`config.mk`:
```
export PLATFORM = sky130hd
export DESIGN_NAME = tail_light_seq
export DESIGN_NICKNAME = d
export VERILOG_FILES = /design/src/rtl/tail_light_seq.sv
export SDC_FILE = /design/constraint.sdc
export NUM_CORES = 1
export LEC_CHECK = 0
export CAP_MARGIN = 30
export CORE_AREA = 2 2 39 41
export DETAILED_ROUTE_END_ITERATION = 16
export DIE_AREA = 0 0 41 43
export GPL_TIMING_DRIVEN = 0
export PLACE_DENSITY = 0.65
export SKIP_CTS_REPAIR_TIMING = 1
export SYNTH_ARGS = -nofsm -noshare
export SYNTH_HDL_FRONTEND = slang
export SYNTH_SLANG_ARGS = --single-unit
```
`constraint.sdc`:
```
create_clock -name clk -period 1.67 [get_ports clk]
set_clock_uncertainty 0.1 [all_clocks]
set_input_delay 0.2505 -clock clk [delete_from_list [all_inputs] [get_ports clk]]
set_output_delay 0.2505 -clock clk [all_outputs]
set_load 0.05 [all_outputs]
```
`src/rtl/tail_light_seq.sv`:
```
`default_nettype none
// ============================================================================
// Module   : tail_light_seq
// Purpose  : N-lamp Thunderbird turn/hazard sequencer with step divider and
//            brake override.
// Revision : 1.0 - initial release
// ============================================================================
module tail_light_seq #(
    parameter int N   = 3,
    parameter int DIV = 1
) (
    input  logic         clk,
    input  logic         reset,
    input  logic         L,
    input  logic         R,
    input  logic         B,
    output logic [N-1:0] lamp_l,
    output logic [N-1:0] lamp_r,
    output logic         busy
);

    localparam int KW = $clog2(N + 1);
    localparam int DW = (DIV > 1) ? $clog2(DIV) : 1;

    localparam logic [1:0]    c_IDLE  = 2'd0;
    localparam logic [1:0]    c_LEFT  = 2'd1;
    localparam logic [1:0]    c_RIGHT = 2'd2;
    localparam logic [1:0]    c_HAZ   = 2'd3;
    localparam logic [KW-1:0] c_K_ONE = KW'(1);
    localparam logic [KW-1:0] c_K_MAX = KW'(N);
    localparam logic [DW-1:0] c_D_MAX = DW'(DIV - 1);
    localparam logic [DW-1:0] c_D_ONE = DW'(1);

    logic [1:0]    r_mode;
    logic [KW-1:0] r_k;
    logic [DW-1:0] r_d;
    logic          r_brake_q;

    logic [1:0]    w_mode_nx;
    logic [KW-1:0] w_k_nx;
    logic          w_tick;
    logic          w_k_bad;
    logic [N-1:0]  w_pat;
    logic [N-1:0]  w_brake_pat;

    assign w_tick = (r_d == c_D_MAX);

    // Free-running step divider; only reset realigns its phase.
    always_ff @(posedge clk) begin
        if (reset) begin
            r_d       <= '0;
            r_brake_q <= 1'b0;
        end else begin
            r_d       <= w_tick ? '0 : (r_d + c_D_ONE);
            r_brake_q <= B;
        end
    end

    always_ff @(posedge clk) begin
        if (reset) begin
            r_mode <= c_IDLE;
            r_k    <= '0;
        end else begin
            r_mode <= w_mode_nx;
            r_k    <= w_k_nx;
        end
    end

    // Corrupted step counts recover at once rather than waiting for a tick.
    assign w_k_bad = (int'(r_k) > N) ||
                     ((r_mode == c_IDLE) != (r_k == '0));

    always_comb begin
        w_mode_nx = r_mode;
        w_k_nx    = r_k;
        if (w_k_bad) begin
            w_mode_nx = c_IDLE;
            w_k_nx    = '0;
        end else if (w_tick) begin
            case (r_mode)
                c_IDLE: begin
                    if (L || R) begin
                        w_k_nx = c_K_ONE;
                        if (L && R)
                            w_mode_nx = c_HAZ;
                        else if (L)
                            w_mode_nx = c_LEFT;
                        else
                            w_mode_nx = c_RIGHT;
                    end
                end
                c_LEFT, c_RIGHT, c_HAZ: begin
                    if (((r_mode == c_LEFT)  && R) ||
                        ((r_mode == c_RIGHT) && L) ||
                        ((r_mode == c_HAZ)   && (L ^ R)) ||
                        (r_k == c_K_MAX)) begin
                        w_mode_nx = c_IDLE;
                        w_k_nx    = '0;
                    end else begin
                        w_k_nx = r_k + c_K_ONE;
                    end
                end
                default: begin
                    w_mode_nx = c_IDLE;
                    w_k_nx    = '0;
                end
            endcase
        end
    end

    always_comb begin
        w_pat = '0;
        for (int i = 0; i < N; i++)
            w_pat[i] = (int'(r_k) > i);
    end

    assign w_brake_pat = r_brake_q ? '1 : '0;

    always_comb begin
        lamp_l = w_brake_pat;
        lamp_r = w_brake_pat;
        case (r_mode)
            c_LEFT:  lamp_l = w_pat;
            c_RIGHT: lamp_r = w_pat;
            c_HAZ: begin
                lamp_l = w_pat;
                lamp_r = w_pat;
            end
            default: ;
        endcase
    end

    assign busy = (r_mode != c_IDLE);

endmodule
`default_nettype wire

```
==> Flow_metrics.wiki, run 1 <==
{| class="wikitable"
! Metric !! Value
|-
| Number of sinks on the clock net || 6
|-
| Layout net count || 84
|-
| Class of the most critical hold timing path || in2reg
|-
| Number of design rule violations left after detail routing || 0
|-
| 1st-pass router iterations || 4
|-
| Die Footprint || 1760 sq um
|-
| Clock slew seen by the registers of the worst setup and hold paths || 0.05 ns
|-
| Pin count of the biggest net entering global routing || 9
|-
| Cells after Synth || 57
|-
| Worst setup slack before clock tree synthesis || -0.560 ns
|-
| Root cell of the clock tree || clkbuf_4
|-
| Number of failing setup endpoints in the final timing report || 0
|-
| Top-level port count || 12
|-
| Highest clock rate || 0.622 GHz
|-
| Result of the run || finished, final reports clean
|-
| Wire length of the first global-routing pass || 1.46 mm
|-
| Total nets after synthesis || 68
|-
| Count of filler cells inserted in the layout || 147
|-
| CTS HTree Levels || 1
|-
| Yosys warns || 0
|-
| Number of antenna violations at the first check in global routing || 0
|-
| Post-placement cell count || 84
|-
| Most common cell after layout, fill and taps aside || nand2_1
|-
| Count of unique library cells instantiated by Yosys || 23
|-
| Final slew viol count || 0
|-
| Maximum VDD drop || 0.000468 V
|-
| Gr usage total || 0.130
|-
| Floorplan row count || 14
|-
| Critical Path AT || 1.26 ns
|-
| Startpoint-to-endpoint class of the critical path || reg2out
|-
| Aggregate negative setup slack || 0 ns
|-
| Critical path launch point type || register
|-
| Area Overhead vs Synth || 39.6%
|-
| Buffers from clock root to sink, at most || 2
|-
| Vias in the first global route || 350
|-
| Core region area || 1380 sq um
|-
| Detailed-route wire length per cell || 9.84 um
|-
| Hold Fails Final Rpt || 0
|-
| Worst-case setup margin in the final layout || 0.0632 ns
|-
| Half-perimeter wire length of the detailed placement result || 661 um
|-
| Via count || 411
|-
| Most used cells in the layout excluding fill and tap cells || nand2_1 (11), inv_1 (6), nor2_1 (5), clkbuf_4 (5)
|-
| Area of the mapped netlist || 439 sq um
|-
| Required time of the critical path || 1.32 ns
|-
| Setup crit end kind || primary output
|-
| Sequential share of the synthesized area || 0.274
|-
| TritonCTS Buffers || 3
|-
| Buffers on Ports || 11
|-
| TritonCTS clock tree || yes
|-
| Power Density || 1300 nW/um^2
|-
| Highest net fanout along the worst path || 8
|-
| Iteration-0 DRC count of the detailed router || 4
|-
| Final cycle utilization of the critical path || 0.962
|-
| Standby leakage power || 0.291 nW
|-
| Clk_lat worst skew || 0.26 ns
|-
| Minimum clock period after layout || 1.61 ns
|-
| Y dimension of the die || 43 um
|-
| Mean area per synthesized cell || 7.70 sq um
|-
| Max capacitance violation total || 0
|-
| Floorplan die width || 41 um
|-
| Setup repair after global routing missed its margin || yes
|-
| Register bit total from synthesis || 6
|-
| Number of nets still failing antenna checks after routing || 0
|-
| Worst hold margin || 0.320 ns
|-
| Total Wirelength || 856 um
|-
| GRT Residual Overflow || 0
|-
| Share of layout cells above drive strength 1 || 0.338
|-
| Utilization of the core after routing || 0.443
|-
| Initial standard-cell utilization of the core || 0.317
|-
| Vias per inst || 4.72
|-
| Fin cells || 87
|-
| Placer Congestion || 0.765
|-
| Total inserted antenna cells || 0
|}
==> per-layer routing <==
layer,GRT usage,vias up,routed length [um]
met5,0,-,0
met4,0.120,0,35
met3,0.0471,5,49
met2,0.178,12,406
met1,0.145,178,364
li1,-,216,-
==> power breakdown <==
part	internal [mW]	total [mW]	switching (mW)
Clock	0.0819	0.143	0.0609
Combinational	0.162	0.425	0.263
Sequential	0.176	0.232	0.0559
==> area by class of cell <==
cell class                      count  area (sq um)  share of cell area
Clock buffer                        3          22.5              0.0367
Sequential cell                     6           123               0.200
Multi-Input combinational cell     44           323               0.527
Tap cell                           16          20.0              0.0327
Inverter                            7          26.3              0.0429
Timing Repair Buffer               11          98.8               0.161
==> worst max-delay path, cell delays in order, from the launching register on <==
cell and delay, ns:
dfxtp_1 0.52, nor2_2 0.14, inv_1 0.07, clkbuf_2 0.27
==> synthesized netlist by cell type <==
cell      count  area (sq um)
nand2_1      11          41.3
inv_1         7          26.3
nor2_1        7          26.3
dfxtp_1       6           120
ha_1          6          75.1
o21ai_0       3          15.0
a21o_1        1          7.51
a21oi_1       1          5.00
a21oi_2       1          8.76
a221oi_2      1          15.0
a31oi_1       1          6.26
a32oi_1       1          8.76
and2b_2       1          8.76
conb_1        1          3.75
mux2_4        1          15.0
nand2b_1      1          6.26
nor2b_1       1          6.26
nor3_1        1          5.00
o21ai_1       1          5.00
o21bai_1      1          7.51
or2_0         1          6.26
or4_4         1          11.3
xnor2_1       1          8.76
==> final timing paths <==
kind | from | to | slack (ns) | cells past startpoint
min | L | r_k[0] | 0.32 | 4
max | r_mode[0] | busy | 0.06 | 3
max reg2reg | r_mode[1] | r_k[1] | 0.08 | 4
min reg2reg | r_k[1] | r_k[1] | 0.42 | 2
==> flip-flops by register name (all words and copies together) (netlist names) <==
name / cells
r_d: 1
r_k: 2
r_brake_q: 1
r_mode: 2
==> per-stage QoR <==
step | total power, mW | instance area [sq um]
CTS | 0.778 | 592
floorplan | 0.521 | 439
finish | 0.799 | 613
detailed placement | 0.637 | 569
global placement | 0.632 | 569
global route | 0.861 | 613
==> cells by family (layout without fill, tap and decap cells) <==
family	Yosys count	count (layout)	synth area share
muxes	1	1	0.0342
adders and majority gates	6	6	0.171
AOI/OAI and AO/OA	11	11	0.179
and+or+nand+nor	24	24	0.254
DFF	6	6	0.274
other	1	1	0.00854
xor gates and xnor gates	1	1	0.0199
buffers and inverters	7	21	0.0598
No activity file was read; power rests on OpenSTA's default activity.
==> run 2: changes to the inputs <==
--- a/config.mk
+++ b/config.mk
@@ -15,3 +15,4 @@
 export SYNTH_ARGS = -nofsm -noshare
 export SYNTH_HDL_FRONTEND = slang
 export SYNTH_SLANG_ARGS = --single-unit
+export TNS_END_PERCENT = 30
==> results of run 2 <==
The final DEF is identical to that of run 1; final timing and power are the same.
